[src/rtl/costas_lock_sequencer_if.sv]
// Loop-error sample stream from the Costas error-detect mux into the lock sequencer.
interface costas_lock_sequencer_if #(
    parameter int WIDTH = 16
);
    logic signed [WIDTH-1:0] error_tdata;
    logic                    error_tvalid;

    modport master (output error_tdata, output error_tvalid);
    modport slave  (input  error_tdata, input  error_tvalid);
endinterface

[src/rtl/costas_lock_sequencer.sv]
// Costas-loop lock sequencer: owns mode select and datapath flush, declares lock,
// detects loss of lock and times out failed acquisitions.
module costas_lock_sequencer #(
    parameter int WIDTH        = 16,
    parameter int FLUSH_CYCLES = 16,
    parameter int LOCK_THRESH  = 1024,
    parameter int LOCK_COUNT   = 256,
    parameter int UNLOCK_COUNT = 64,
    parameter int ACQ_TIMEOUT  = 65536,
    parameter int CNT_WIDTH    = 17
) (
    input  logic                     clk,
    input  logic                     rst_n,
    input  logic                     mode_req,
    input  logic                     restart,
    costas_lock_sequencer_if.slave   err,
    output logic                     is_bpsk,
    output logic                     loop_rst,
    output logic                     locked,
    output logic [1:0]               state,
    output logic                     acq_fail,
    output logic [7:0]               retry_cnt
);

    typedef enum logic [1:0] {
        ST_FLUSH   = 2'b00,
        ST_ACQUIRE = 2'b01,
        ST_LOCKED  = 2'b10
    } state_t;

    localparam logic [CNT_WIDTH-1:0] FLUSH_LAST  = CNT_WIDTH'(FLUSH_CYCLES - 1);
    localparam logic [CNT_WIDTH-1:0] LOCK_LAST   = CNT_WIDTH'(LOCK_COUNT - 1);
    localparam logic [CNT_WIDTH-1:0] UNLOCK_LAST = CNT_WIDTH'(UNLOCK_COUNT - 1);
    localparam logic [CNT_WIDTH-1:0] TMO_LAST    = CNT_WIDTH'(ACQ_TIMEOUT - 1);
    localparam logic [WIDTH:0]       THRESH      = (WIDTH + 1)'(LOCK_THRESH);

    state_t                state_q, state_d;
    logic [CNT_WIDTH-1:0]  tmr_q, tmr_d;
    logic [CNT_WIDTH-1:0]  run_q, run_d;
    logic                  is_bpsk_q, is_bpsk_d;
    logic                  acq_fail_q, acq_fail_d;
    logic [7:0]            retry_q, retry_d;

    logic signed [WIDTH:0] err_ext;
    logic [WIDTH:0]        err_mag;
    logic                  good;
    logic                  reflush;

    always_ff @(posedge clk or negedge rst_n) begin
        if (!rst_n) begin
            state_q    <= ST_FLUSH;
            tmr_q      <= '0;
            run_q      <= '0;
            is_bpsk_q  <= 1'b1;
            acq_fail_q <= 1'b0;
            retry_q    <= '0;
        end else begin
            state_q    <= state_d;
            tmr_q      <= tmr_d;
            run_q      <= run_d;
            is_bpsk_q  <= is_bpsk_d;
            acq_fail_q <= acq_fail_d;
            retry_q    <= retry_d;
        end
    end

    // Magnitude is taken one bit wider so the most negative sample cannot wrap to "small".
    always_comb begin
        err_ext    = {err.error_tdata[WIDTH-1], err.error_tdata};
        err_mag    = err_ext[WIDTH] ? $unsigned(-err_ext) : $unsigned(err_ext);
        good       = (err_mag < THRESH);
        reflush    = restart || (mode_req != is_bpsk_q);

        state_d    = state_q;
        tmr_d      = tmr_q;
        run_d      = run_q;
        is_bpsk_d  = is_bpsk_q;
        acq_fail_d = 1'b0;
        retry_d    = retry_q;

        if (reflush) begin
            state_d   = ST_FLUSH;
            is_bpsk_d = mode_req;
            tmr_d     = '0;
            run_d     = '0;
        end else begin
            case (state_q)
                ST_ACQUIRE: begin
                    tmr_d = tmr_q + 1'b1;
                    if (err.error_tvalid) begin
                        run_d = good ? run_q + 1'b1 : '0;
                    end
                    // A lock on the final timeout cycle takes precedence over the retry.
                    if (err.error_tvalid && good && run_q == LOCK_LAST) begin
                        state_d = ST_LOCKED;
                        tmr_d   = '0;
                        run_d   = '0;
                    end else if (tmr_q == TMO_LAST) begin
                        state_d    = ST_FLUSH;
                        tmr_d      = '0;
                        run_d      = '0;
                        acq_fail_d = 1'b1;
                        if (retry_q != 8'hFF) begin
                            retry_d = retry_q + 8'd1;
                        end
                    end
                end
                ST_LOCKED: begin
                    if (err.error_tvalid) begin
                        run_d = good ? '0 : run_q + 1'b1;
                        if (!good && run_q == UNLOCK_LAST) begin
                            state_d = ST_ACQUIRE;
                            tmr_d   = '0;
                            run_d   = '0;
                        end
                    end
                end
                default: begin
                    tmr_d = tmr_q + 1'b1;
                    run_d = '0;
                    if (tmr_q == FLUSH_LAST) begin
                        state_d = ST_ACQUIRE;
                        tmr_d   = '0;
                    end
                end
            endcase
        end
    end

    always_comb begin
        loop_rst = 1'b1;
        locked   = 1'b0;
        state    = 2'b00;
        case (state_q)
            ST_ACQUIRE: begin
                loop_rst = 1'b0;
                state    = 2'b01;
            end
            ST_LOCKED: begin
                loop_rst = 1'b0;
                locked   = 1'b1;
                state    = 2'b10;
            end
            default: ;
        endcase
    end

    assign is_bpsk   = is_bpsk_q;
    assign acq_fail  = acq_fail_q;
    assign retry_cnt = retry_q;

endmodule

[src/flat_wrapper.sv]
// flat-port wrapper written by rule: the top's interface ports become plain ports
module costas_lock_sequencer_flat 
#(
    parameter int WIDTH        = 16,
    parameter int FLUSH_CYCLES = 16,
    parameter int LOCK_THRESH  = 1024,
    parameter int LOCK_COUNT   = 256,
    parameter int UNLOCK_COUNT = 64,
    parameter int ACQ_TIMEOUT  = 65536,
    parameter int CNT_WIDTH    = 17
)
  (clk, rst_n, mode_req, restart, is_bpsk, loop_rst, locked, state, acq_fail, retry_cnt, err_error_tdata, err_error_tvalid);
  costas_lock_sequencer_if #(.WIDTH(WIDTH)) err_i ();
  input  logic clk;
  input  logic rst_n;
  input  logic mode_req;
  input  logic restart;
  output logic is_bpsk;
  output logic loop_rst;
  output logic locked;
  output logic [1:0] state;
  output logic acq_fail;
  output logic [7:0] retry_cnt;
  input wire logic [$bits(err_i.error_tdata)-1:0] err_error_tdata;
  input wire logic [$bits(err_i.error_tvalid)-1:0] err_error_tvalid;
  assign err_i.error_tdata = err_error_tdata;
  assign err_i.error_tvalid = err_error_tvalid;
  costas_lock_sequencer #(.WIDTH(WIDTH), .FLUSH_CYCLES(FLUSH_CYCLES), .LOCK_THRESH(LOCK_THRESH), .LOCK_COUNT(LOCK_COUNT), .UNLOCK_COUNT(UNLOCK_COUNT), .ACQ_TIMEOUT(ACQ_TIMEOUT), .CNT_WIDTH(CNT_WIDTH)) u_core (.clk(clk), .rst_n(rst_n), .mode_req(mode_req), .restart(restart), .err(err_i), .is_bpsk(is_bpsk), .loop_rst(loop_rst), .locked(locked), .state(state), .acq_fail(acq_fail), .retry_cnt(retry_cnt));
endmodule
[config.mk]
export PLATFORM = sky130hd
export DESIGN_NAME = costas_lock_sequencer_flat
export DESIGN_NICKNAME = d
export VERILOG_FILES = /design/src/rtl/costas_lock_sequencer_if.sv /design/src/rtl/costas_lock_sequencer.sv /design/src/flat_wrapper.sv
export SDC_FILE = /design/constraint.sdc
export NUM_CORES = 1
export LEC_CHECK = 0
export BUFFER_PORTS_ARGS = -buffer_cell sky130_fd_sc_hd__buf_2
export CORE_UTILIZATION = 58
export DETAILED_ROUTE_END_ITERATION = 10
export PLACE_DENSITY = 0.79
export SLEW_MARGIN = 25
export SYNTH_ARGS = -nofsm -noshare
export SYNTH_HDL_FRONTEND = slang
export SYNTH_SLANG_ARGS = --single-unit
export TNS_END_PERCENT = 100
[constraint.sdc]
create_clock -name clk -period 3.8 [get_ports clk]
set_clock_uncertainty 0.2 [all_clocks]
set_input_delay 0.76 -clock clk [delete_from_list [all_inputs] [get_ports clk]]
set_output_delay 0.76 -clock clk [all_outputs]
set_load 0.02 [all_outputs]
Yosys cells after proc, flatten, opt, wreduce, memory -nomap -nowiden
Index checks and enable logic that the tools add are counted.
W data, S select, Z words.
{"block": "word_totals", "regBits": 46, "inputBits": 21, "out_inout_bits": 14, "word_cells": 67}
{"block": "classes", "order_cmp": 1, "reduce_logical": 11, "n_bitwise": 2, "n_mux": 31, "n_eq_ne": 12, "add_sub_neg": 4}
{"op": "$mux W17", "n": 15}
{"op": "$pmux W17 S2", "n": 2}
{"op": "$add A17 B1 Y17 const B", "n": 2}
{"op": "$eq A17 B16 Y1 const B", "n": 1}
{"op": "$eq A17 B4 Y1 const B", "n": 1}
{"op": "$eq A17 B6 Y1 const B", "n": 1}
{"op": "$eq A17 B8 Y1 const B", "n": 1}
{"op": "$lt A17 B11 Y1 const B", "n": 1}
{"op": "$neg A16 Y17", "n": 1}
{"op": "$mux W2", "n": 6}
{"op": "$add A8 B1 Y8 const B", "n": 1}
{"op": "$ne A8 B8 Y1 const B", "n": 1}
{"op": "$pmux W2 S2", "n": 2}
{"op": "$mux W1", "n": 6}
{"op": "$ne A5 B2 Y1 const B", "n": 1}
{"op": "$reduce_and A5 Y1", "n": 1}
{"op": "$ne A4 B1 Y1 const B", "n": 1}
{"op": "$reduce_and A2 Y1", "n": 2}
{"op": "$reduce_and A4 Y1", "n": 1}
{"op": "$reduce_bool A4 Y1", "n": 1}
{"op": "$logic_and A1 B1 Y1", "n": 3}
{"op": "$ne A3 B1 Y1 const B", "n": 1}
{"op": "$ne A3 B2 Y1 const B", "n": 1}
{"op": "$eq A2 B1 Y1 const B", "n": 1}
{"op": "6 further kinds", "n": 7}

Longest topological paths before layout
Gate-level depths: netlist of the first run.
{"block": "depth", "ltp_word": 9, "mapped_depth": 16, "ltp_nobuf": 14}

Least setup slack after synthesis of the first run
Ideal clock, no wire load.
{"block": "synth_path", "path_kind": "flip-flop to flip-flop", "from": "reg u_core.tmr_q[0]", "to": "reg u_core.run_q[12]", "period_less_slack_ps": 3044, "setup_time_ps": 82, "stages_incl_launch_ff": 17, "n_path_buf": 2, "arrival_ps": 2762, "slack_ps": 756, "t_required_ps": 3518, "cell_sequence": "dfrtp_1 -> ha_1 -> nand3_1 -> nor2_1 -> and2_1 -> and3_1 -> nand3_1 -> inv_1 -> ha_1 -> nor2b_1 -> nor2_1 -> nor2_1 -> nor2_1 -> clkbuf_1 -> clkbuf_1 -> a31oi_1 -> a31oi_1"}
{"block": "synth_via", "elab_chain_cells": 5, "word_cells_on_any_way": 7, "cone_classes": "2 x eq/ne; 4 x mux; 1 x reduce/logical"}
{"element": "from (decl)", "line": "costas_lock_sequencer.sv:38", "text": "logic [CNT_WIDTH-1:0] tmr_q, tmr_d;"}
{"element": "from (signal assigned)", "line": "costas_lock_sequencer.sv:59", "text": "tmr_q <= tmr_d;"}
{"element": "$eq A17 B16 Y1 *", "line": "costas_lock_sequencer.sv:98", "text": "end else if (tmr_q == TMO_LAST) begin"}
{"element": "$mux W17", "line": "costas_lock_sequencer.sv:98"}
{"element": "$mux W17", "line": "costas_lock_sequencer.sv:94", "text": "if (err.error_tvalid && good && run_q == LOCK_LAST) begin"}
{"element": "$pmux W17 S2", "line": "costas_lock_sequencer.sv:87", "text": "case (state_q)"}
{"element": "$mux W17", "line": "costas_lock_sequencer.sv:81", "text": "if (reflush) begin"}
{"element": "to (signal assigned)", "line": "costas_lock_sequencer.sv:60", "text": "run_q <= run_d;"}
{"element": "to (decl)", "line": "costas_lock_sequencer.sv:39", "text": "logic [CNT_WIDTH-1:0] run_q, run_d;"}
Mark *: on every way between the ends. The rest lies on a longest branch, timed or not.
A chain may end at the register's enable or synchronous reset.

Worst setup path after layout of the first run
{"block": "layout_path", "from": "reg u_core.tmr_q[0]", "to": "reg u_core.tmr_q[0]"}
{"block": "layout_via", "elab_chain_cells": 5, "word_cells_on_any_way": 8, "cone_classes": "1 x add/sub; 2 x eq/ne; 5 x mux"}
{"element": "$add A17 B1 Y17 or $eq A17 B16 Y1 (tied branches)", "line": "costas_lock_sequencer.sv:89, costas_lock_sequencer.sv:119, costas_lock_sequencer.sv:98"}
{"element": "$mux W17", "line": "costas_lock_sequencer.sv:98"}
{"element": "$mux W17", "line": "costas_lock_sequencer.sv:94"}
{"element": "$pmux W17 S2 *", "line": "costas_lock_sequencer.sv:87"}
{"element": "$mux W17 *", "line": "costas_lock_sequencer.sv:81"}
Marked as above.

==> metrics, run 1 <==
outcome completed; Final Instance Area around 3200 um^2; P_sw about 0.00022 W; CTS Root Cell clkbuf_8; worst min path class in -> async; Setup crit end kind register; Max Cap Viol 0; Tcrit/Tclk final about nine tenths; Synth Warn # 0; Post-Layout Cell Count about 430; Post-Route WL 6.66 mm; cell family with most CP delay simple AND/OR/NAND/NOR gates; largest cells by area after synthesis dfrtp_1 (38%), a31oi_1 (5.1%), nand2_1 (4.1%); Post-Place Cell Area 3150 um^2; Setup-failing EPs final 0; Starting Density 61.3%; most common flop cell mapped by yosys dfrtp_1; Pwr Density about 270 nW/um^2; TNS Setup 0 ns; Seq/Total Area, Yosys 39.3%; # placed instances ~420; first-pass GRT wire length approximately 11 mm; Final WS setup 0.379 ns; min cycle time layout 3.42 ns; Rel. slew slack about half; Vias 2,742; Worst EP required about 3.8 ns; worst-path cell chain ha_1, nand3_1, nor2_1, and2_1, and3_1, nand3_1, inv_1, ha_1, nor2b_1, nor2_1, a311oi_1, o31ai_1, nor2_2, mux2_2; drt wl/cell 15.5 um; area growth from synthesis to layout 10.7%; worst endpoint data arrival time 3.47 ns; core area 4790 um^2; hold buffers post-CTS 0; FILL cells 400; Max Freq between 200 and 300 MHz; Final Hold Slack ~0.25 ns; drt first pass iters 4; Int Pwr around 0.00065 W; CTS clk-pin slew, worst paths 0.09 ns; clock latency at the later pin of the worst-skew pair approximately 0.3 ns; Mean Syn Cell Area ~8.8 um^2; largest net degree at the start of global routing between 40 and 50; Slew Limit Fails 0; Overflow after GRT 0; CTS tree done; post-synth top area share about two fifths; Mapped Area just under 3000 um^2; total CTS buffers 5; Worst path max stage delay about 0.42 ns; GRT Util Overall a little over a quarter; htree depth 2; fraction of layout cells with a size suffix above 1 ~18%; Post-DRT Antenna Nets 0; Synth cell types 59; # nets final ~390; number of diodes 0; Max IR drop VDD 0.282 mV; Mapped Cells 332; Synth Net Count between 300 and 400; I/O Buffers 34; crit start category register; final hold vios 0; Die ar. 5350 um^2; detailed router's first-iteration violation count around 200; Post-synth EDFFs 0; RSZ-0062 raised after global routing no; Setup WS pre-CTS 0.352 ns; Seq pwr share a little under three fifths; Slowest-stage cell, CP dfrtp_1; Clk pwr share between 30% and 40%; measured slew at the worst slew-check pin between 0.7 and 0.8 ns; CTS sink count 46; Post-route DRC 0; largest area contributor in the netlist dfrtp_1; Ports 35; clock buffer depth 2; power share of the combinational group around 6.4%; WP buf/inv 1; Crit Path Max Fanout 8; post-DP HPWL approximately 4.8 mm; Crit Path Category reg -> reg; vias in the first global route approximately 2,500; num rows 25; die span in y 73.1 um; die span in x about 73 um; Lkg Pwr 1.43 nW; Net Sw Frac approximately 25%; flops & latches, synth between 40 and 50; fraction of registers with async set/reset 100%; GPL Wtd Cong 0.978; vias per cell between 6 and 7; antenna violations before repair 0
## synth_stat cells, types with 2 or more instances
cell type / number
a21o_1: 6
a21oi_1: 10
a22o_1: 10
a31oi_1: 24
a32oi_1: 2
and2_1: 2
and3_1: 9
buf_2: 2
buf_4: 2
buf_6: 2
clkbuf_1: 9
dfrtp_1: 45
ha_1: 8
inv_1: 10
mux2_2: 2
mux2i_1: 3
nand2_1: 32
nand3_1: 21
nand3b_1: 8
nand4_1: 11
nor2_1: 27
nor2b_1: 5
nor3_1: 4
nor4_1: 3
o21ai_0: 16
o22ai_1: 3
o2bb2ai_1: 4
o31a_1: 2
o31ai_1: 3
or2_2: 2
or3_1: 4
or4_1: 4
or4_4: 3
xnor2_1: 8
xor2_1: 2
## path summary, 6_finish.rpt
check                                   endpoint  cells after the start             start  slack (ns)
worst max-delay path             u_core.tmr_q[0]                     14   u_core.tmr_q[0]        0.38
worst min-delay path            u_core.tmr_q[15]                      1             rst_n        0.25
worst max register to register   u_core.tmr_q[0]                     14   u_core.tmr_q[0]        0.38
worst min register to register  u_core.run_q[12]                      1  u_core.run_q[12]        0.32
max in group asynchronous        u_core.tmr_q[6]                      1             rst_n        2.77
min in group clk                u_core.run_q[12]                      1  u_core.run_q[12]        0.32
## state kept, by name, summed over array words and instances (netlist names)
name              count
u_core.run_q         17
u_core.is_bpsk        1
u_core.retry_cnt      8
u_core.acq_fail       1
u_core.tmr_q         17
u_core.state_q        2
## cells by family after synthesis
group / synth area share [%]
flip-flops: 39.3
multiplexers: 1.79
XOR/XNOR: 2.99
AO/OA/AOI/OAI: 21.9
AND/OR/NAND/NOR: 26.4
buffers and inverters: 4.18
adder cells (fa/ha/maj): 3.41
## metal layers
metal  part of all wire [%]  track usage, %
met5                      0               0
met4                   0.78            5.23
met3                    6.5            4.28
met2                     46            43.7
met1                     47            37.6
## timing repair
item / in CTS / in global routing
setup buffers: 0 / 0
resized for setup: 0 / 1
hold endpoints to repair: 0 / 0
endpoints found under the setup margin: 0 / 1
## area by class of cell
| type | instances | area [um^2] | share of cell area [%] |
|---|---|---|---|
| inverter | 11 | 41.3 | 1.27 |
| clock inverter | 3 | 25.0 | 0.771 |
| clock buffer | 5 | 68.8 | 2.12 |
| tap | 67 | 83.8 | 2.58 |
| multi-input combinational | 260 | 1660 | 51.3 |
| sequential | 46 | 1150 | 35.5 |
| timing repair buffer | 39 | 210 | 6.48 |
## layout by cell type (no fill, tap or decap), drive strengths merged, types with 3 or more instances in the layout
| cell type | n |
|---|---|
| buf | 39 |
| o21ai | 16 |
| o22ai | 3 |
| or2 | 3 |
| and3 | 9 |
| nand3 | 21 |
| nand3b | 8 |
| ha | 8 |
| dfrtp | 45 |
| o2bb2ai | 4 |
| clkbuf | 5 |
| or3 | 4 |
| nand2 | 33 |
| nor2 | 28 |
| xnor2 | 8 |
| a21o | 6 |
| o31ai | 3 |
| mux2i | 3 |
| nand4 | 11 |
| a31oi | 24 |
| a22o | 10 |
| nor2b | 5 |
| or4 | 7 |
| inv | 12 |
| nor4 | 4 |
| nor3 | 4 |
| a21oi | 11 |
## through the flow
stage / total power, W / util (%)
detailed placement: 0.000558 / 65.8
global route: 0.000893 / 67.8
finish: 0.000862 / 67.8
floorplan: 0.000528 / -
CTS: 0.000865 / 67.7
global placement: 0.000556 / 65.8
## power groups by stage
stage / sequential (W) / combinational (W) / clock, W
2_1_floorplan: 0.000504 / 0.0000244 / 0
3_3_place_gp: 0.000503 / 0.0000526 / 0
3_5_place_dp: 0.000503 / 0.0000543 / 0
4_1_cts: 0.000494 / 0.0000545 / 0.000317
5_1_grt: 0.000494 / 0.0000609 / 0.000338
6_report: 0.000494 / 0.0000548 / 0.000314
No activity file was read; power rests on OpenSTA's default activity.
==> run 2: changes to the inputs <==
--- a/config.mk
+++ b/config.mk
@@ -8,7 +8,8 @@
 export BUFFER_PORTS_ARGS = -buffer_cell sky130_fd_sc_hd__buf_2
 export CORE_UTILIZATION = 58
 export DETAILED_ROUTE_END_ITERATION = 10
-export PLACE_DENSITY = 0.79
+export PLACE_DENSITY = 0.77
+export REMOVE_ABC_BUFFERS = 1
 export SLEW_MARGIN = 25
 export SYNTH_ARGS = -nofsm -noshare
 export SYNTH_HDL_FRONTEND = slang
==> run 2 against run 1 <==
Net effect: combinational power up 2%; clock-buffer cell count up 2; worst hold slack lost 0.0071 ns; non-clock buffer count is 4 higher; cell area up 1.0%; worst setup slack got worse by 0.019 ns; critical path type unchanged.
==> metrics, run 2 (synthesis gave the netlist of run 1 again) <==
outcome completed; total CTS buffers 5; Slew Limit Fails 0; measured slew at the worst slew-check pin ~0.83 ns; Vias between 2,000 and 3,000; Setup crit end kind register; drt wl/cell 15.2 um; # nets final between 300 and 400; htree depth 2; I/O Buffers 34; final core utilization 68.5%; GPL Wtd Cong just over 0.8; Overflow after GRT 0; Reg2Reg Depth 14; area growth from synthesis to layout 11.8%; num rows 25; CP startpoint u_core.tmr_q[0]; Lkg Pwr around 1.5 nW; die span in x about 73 um; clock buffer depth 2; Crit Path Max Fanout 8; RSZ-0062 raised after global routing no; Multi-input gate area around 1700 um^2; Post-DRT Antenna Nets 0; clock latency at the later pin of the worst-skew pair around 0.31 ns; Final WS setup roughly 0.36 ns; Max IR drop VDD 0.171 mV; register area ~1200 um^2; vias in the first global route approximately 2,500; r2r endpoint u_core.tmr_q[3]; GR Layer Usage met1 36.1%; Max Freq slightly below 300 MHz; first-pass GRT wire length approximately 11 mm; Post-Route WL about 6.6 mm; Max Cap Viol 0; CTS Root Cell clkbuf_8; FILL cells about 420; number of diodes 0; crit start category register; detailed router's first-iteration violation count around 170; global route hottest layer met2; post-DP HPWL approximately 4.8 mm; Crit Path Category reg -> reg; vias per cell roughly 6.1; worst endpoint data arrival time ~3.5 ns; reg2reg setup slack between 0.3 and 0.4 ns; antenna violations before repair 0; Die ar. 5350 um^2; CTS clk-pin slew, worst paths around 0.090 ns; Starting Density 61.3%; fraction of layout cells with a size suffix above 1 a little under a fifth; Setup WS pre-CTS approximately 0.35 ns; GRT Util Overall a little over a quarter; most common cell after layout, fill and taps aside dfrtp_1; largest net degree at the start of global routing 47; Tcrit/Tclk final about nine tenths; R2R Path Start u_core.tmr_q[0]; min cycle time layout roughly 3.4 ns; Post-route DRC 0; CTS tree done; hold buffers post-CTS 0; Worst EP required approximately 3.8 ns; GRT met3 Usage 4.01%; end of the critical path u_core.tmr_q[3]; Setup-failing EPs final 0; worst min path class in -> async; final hold vios 0; Ports 35; core area roughly 4800 um^2; die span in y between 70 and 80 um; Rel. slew slack ~45%; most frequent cells in the layout dfrtp_1 (45), buf_2 (33), nand2_1 (32); CTS sink count 46; drt first pass iters 5; met2 usage between 40% and 50%; Pwr Density between 200 and 300 nW/um^2
[run 2: final cells by class]
class	instances	share of cell area [%]
well taps	67	2.56
clock inverters	1	0.153
repair buffers	43	7.33
multi-input cells	260	50.9
inverters	11	1.26
clock buffers	7	2.63
flip-flops and latches	46	35.1
[run 2: layer usage]
| layer | up-vias | wire length [um] |
|---|---|---|
| met5 | - | 0 |
| met4 | 0 | 72 |
| met3 | 7 | 197 |
| met2 | 51 | 3280 |
| met1 | 1288 | 3060 |
| li1 | 1327 | - |
[run 2: worst min-delay path by stage]
stage	endpoint	slack [ns]	from
5_1_grt	u_core.tmr_q[2]	0.29	rst_n
2_1_floorplan	u_core.acq_fail	0.26	rst_n
3_3_place_gp	u_core.run_q[7]	0.29	u_core.run_q[7]
3_5_place_dp	u_core.run_q[7]	0.29	u_core.run_q[7]
4_1_cts	u_core.run_q[7]	0.31	u_core.run_q[7]
6_report	u_core.tmr_q[2]	0.24	rst_n
[run 2: per-stage QoR]
stage	power [W]	TNS, ns	hold slack (ns)	cell area (um^2)	std cells
floorplan	0.000528	-0.0594	0.258	2850	317
global placement	0.000558	0	0.287	3180	427
detailed placement	0.000559	0	0.290	3180	427
CTS	0.000873	0	0.310	3270	435
global route	0.000895	0	0.286	3280	435
finish	0.000866	0	0.238	3280	435
[run 2: timing repair]
action | in CTS | in global routing
setup endpoints to repair | 0 | 12
hold endpoints to repair | 0 | 0
setup buffers | 0 | 0
resized for setup | 0 | 1
[run 2: critical path: stages (launching register included)]
cell and delay [ns]:
dfrtp_1 0.42, ha_1 0.25, nand3_1 0.18, nor2_1 0.12, and2_1 0.21, and3_1 0.21, nand3_1 0.11, inv_1 0.05
ha_1 0.21, nor2b_1 0.27, nor2_1 0.08, a311oi_1 0.33, o31a_1 0.43, a21oi_1 0.12, o2bb2ai_1 0.17
[run 2: where the power goes]
part,total [W],switching [W],internal [W]
Sequential,0.000494,0.00000202,0.000491
Clock,0.000317,0.000170,0.000147
Combinational,0.0000559,0.0000341,0.0000218
==> run 3: changes to the inputs <==
--- a/config.mk
+++ b/config.mk
@@ -5,10 +5,12 @@
 export SDC_FILE = /design/constraint.sdc
 export NUM_CORES = 1
 export LEC_CHECK = 0
+export ABC_AREA = 1
 export BUFFER_PORTS_ARGS = -buffer_cell sky130_fd_sc_hd__buf_2
-export CORE_UTILIZATION = 58
+export CORE_UTILIZATION = 61
 export DETAILED_ROUTE_END_ITERATION = 10
-export PLACE_DENSITY = 0.77
+export MAX_ROUTING_LAYER = met4
+export PLACE_DENSITY = 0.79
 export REMOVE_ABC_BUFFERS = 1
 export SLEW_MARGIN = 25
 export SYNTH_ARGS = -nofsm -noshare
==> run 3 against run 2 <==
Net effect: flip-flop and latch count unchanged; first-iteration DRC count up 44%; critical path depth shrank 5; die area is 29% higher; maximum frequency is 7.0% higher; final cell count grew 53%; combinational power rose to 3.6 times the previous value; non-clock buffer count is 6 lower; sequential share of layout area is 8.1 points lower; worst setup slack better by 0.23 ns; critical endpoint is now u_core.run_q[2]; highest routed layer unchanged.
==> metrics, run 3 <==
outcome completed; Slowest-stage cell, CP a21oi_2; worst endpoint data arrival time around 3.2 ns; WP buf/inv 1; total CTS buffers 5; CTS tree done; R2R Path Start u_core.tmr_q[9]; number of diodes 0; RSZ-0062 raised after global routing no; crit start category register; highest routed layer met4; min cycle time layout roughly 3.2 ns; Post-DRT Antenna Nets 0; htree depth 2; vias in the first global route 3,615; Final Hold Slack approximately 0.25 ns; TNS Setup 0 ns; Mean Syn Cell Area around 7.1 um^2; core area between 6000 and 7000 um^2; Crit Path Category reg -> reg; die span in x 83.0 um; most common cell after layout, fill and taps aside nand2_1; FILL cells 552; CTS clk-pin slew, worst paths about 0.090 ns; Post-synth EDFFs 0; hold buffers post-CTS 0; Lkg Pwr ~2 nW; Tcrit/Tclk final 84.6%; top cells by count, synth nand2_1 (132), inv_1 (68), nor2_1 (46), dfrtp_1 (45), nand3_1 (45); Max IR drop VDD about 0.25 mV; largest area contributor in the netlist dfrtp_1; num rows 29; final hold vios 0; Starting Density around 63%; CTS Root Cell clkbuf_8; Seq/Total Area, Yosys 28.8%; drt first pass iters 7; Pwr Density between 200 and 300 nW/um^2; post-CTS setup buffers 0; vias per cell 5.67; area growth from synthesis to layout 6.28%; largest cells by area after synthesis dfrtp_1 (28%), nand2_1 (12%), inv_1 (6.4%); Slew Limit Fails 0; Vias roughly 3,800; post-cts sizing count 0; Ports 35; GRT Util Overall about 28%; Reg2Reg Depth 9; fraction of layout cells with a size suffix above 1 17.7%; largest net degree at the start of global routing 47; final core utilization 67.0%; post-DP HPWL approximately 6.1 mm; worst-path cell chain inv_1, nor4_1, nand4_1, nor3_1, ha_1, nor3_2, a21oi_2, nand2_2, o21bai_1; clock latency at the later pin of the worst-skew pair roughly 0.30 ns; Overflow after GRT 0; Post-route DRC 0; antenna violations before repair 0; top-count cell post-synth nand2_1; most common flop cell mapped by yosys dfrtp_1; Max Cap Viol 0; cell family with most CP delay simple AND/OR/NAND/NOR gates; Setup-failing EPs final 0; fraction of registers with async set/reset between 90% and 100%; # nets final around 600; Worst EP required around 3.8 ns; Worst path max stage delay about 0.61 ns; Mapped Cells ~570; CTS sink count 46; worst min path class in -> async; detailed router's first-iteration violation count between 200 and 250; first-pass GRT wire length ~16 mm; GPL Wtd Cong between 0.9 and 1; met2 WL about 4.4 mm; Mapped Area 4000 um^2; Post-Route WL about 9 mm; post-synth top area share between 20% and 30%; Setup crit end kind register; I/O Buffers 34; Die ar. ~7000 um^2; metal1 wirelength 3.97 mm; die span in y ~83 um; Rel. slew slack a little under half; drt wl/cell ~14 um; Max Freq ~310 MHz; r2r endpoint u_core.run_q[2]; flops & latches, synth 46; Crit Path Max Fanout 18; clock buffer depth 2; measured slew at the worst slew-check pin 0.822 ns; Synth Warn # 0; Synth cell types 43; reg2reg setup slack roughly 0.59 ns; DR WL met3 518 um; most frequent cells in the layout nand2_1 (132), inv_1 (68), nor2_1 (46)
[run 3: cell types whose count changed after synthesis, sizes merged, moves of 9 or more]
cell    change
buf         +9
nand4      +23
nand3      +37
a31oi      -24
inv        +61
nand2     +109
and3        -9
a22o       -10
nor3       +10
o21bai     +18
nor2       +35
xor2       +23
[run 3: logic make-up (layout without fill, tap and decap cells)]
logic type	Yosys count	count (layout)	synth area share [%]
DFF	46	46	28.8
adders and majority gates	8	8	2.50
xor gates and xnor gates	29	29	6.34
and+or+nand+nor	328	328	42.0
buffers and inverters	96	119	10.7
AOI/OAI and AO/OA	58	58	9.72
[run 3: final cells by class]
| class | count | area (um^2) | share of cell area, % |
|---|---|---|---|
| sequential | 46 | 1150 | 27.1 |
| tap | 77 | 96.3 | 2.26 |
| multi-input combinational | 423 | 2420 | 57.0 |
| clock inverter | 2 | 37.5 | 0.882 |
| clock buffer | 6 | 72.6 | 1.71 |
| inverter | 74 | 278 | 6.53 |
| timing repair buffer | 37 | 195 | 4.59 |
[run 3: worst max path at each step]
stage,from,end,slack (ns),cells after the start
2_1_floorplan,mode_req,u_core.run_q[0],0.97,8
3_3_place_gp,u_core.tmr_q[9],u_core.run_q[1],0.75,9
3_5_place_dp,u_core.tmr_q[9],u_core.run_q[12],0.65,9
4_1_cts,u_core.tmr_q[9],u_core.run_q[2],0.59,9
5_1_grt,u_core.tmr_q[9],u_core.run_q[16],0.24,9
6_report,u_core.tmr_q[9],u_core.run_q[2],0.59,9
[run 3: metrics by stage]
step / cells / instance area, um^2 / total power (W) / setup slack, ns
2_1_floorplan: 543 / 3850 / 0.000667 / 0.967
3_3_place_gp: 657 / 4140 / 0.000726 / 0.748
3_5_place_dp: 657 / 4150 / 0.000733 / 0.653
4_1_cts: 665 / 4260 / 0.00111 / 0.591
5_1_grt: 665 / 4260 / 0.00116 / 0.239
6_report: 665 / 4260 / 0.00110 / 0.586
[run 3: worst register-to-register path, cell delays in order, from the launching register on]
cell      delay, ns
dfrtp_1        0.42
inv_1          0.12
nor4_1         0.39
nand4_1        0.16
nor3_1         0.23
ha_1           0.27
nor3_2         0.07
a21oi_2        0.61
nand2_2        0.43
o21bai_1       0.25
[run 3: power breakdown]
part	total [W]	internal, W	switching (W)
clock network	0.000378	0.000197	0.000181
registers	0.000525	0.000506	0.0000187
logic	0.000201	0.0000663	0.000135
total	0.00110	0.000769	0.000335
[run 3: routing by layer]
metal	vias up	GRT usage, %
met5	-	-
met4	0	8.46
met3	15	4.08
met2	129	45.8
met1	1741	36.1
li1	1887	-
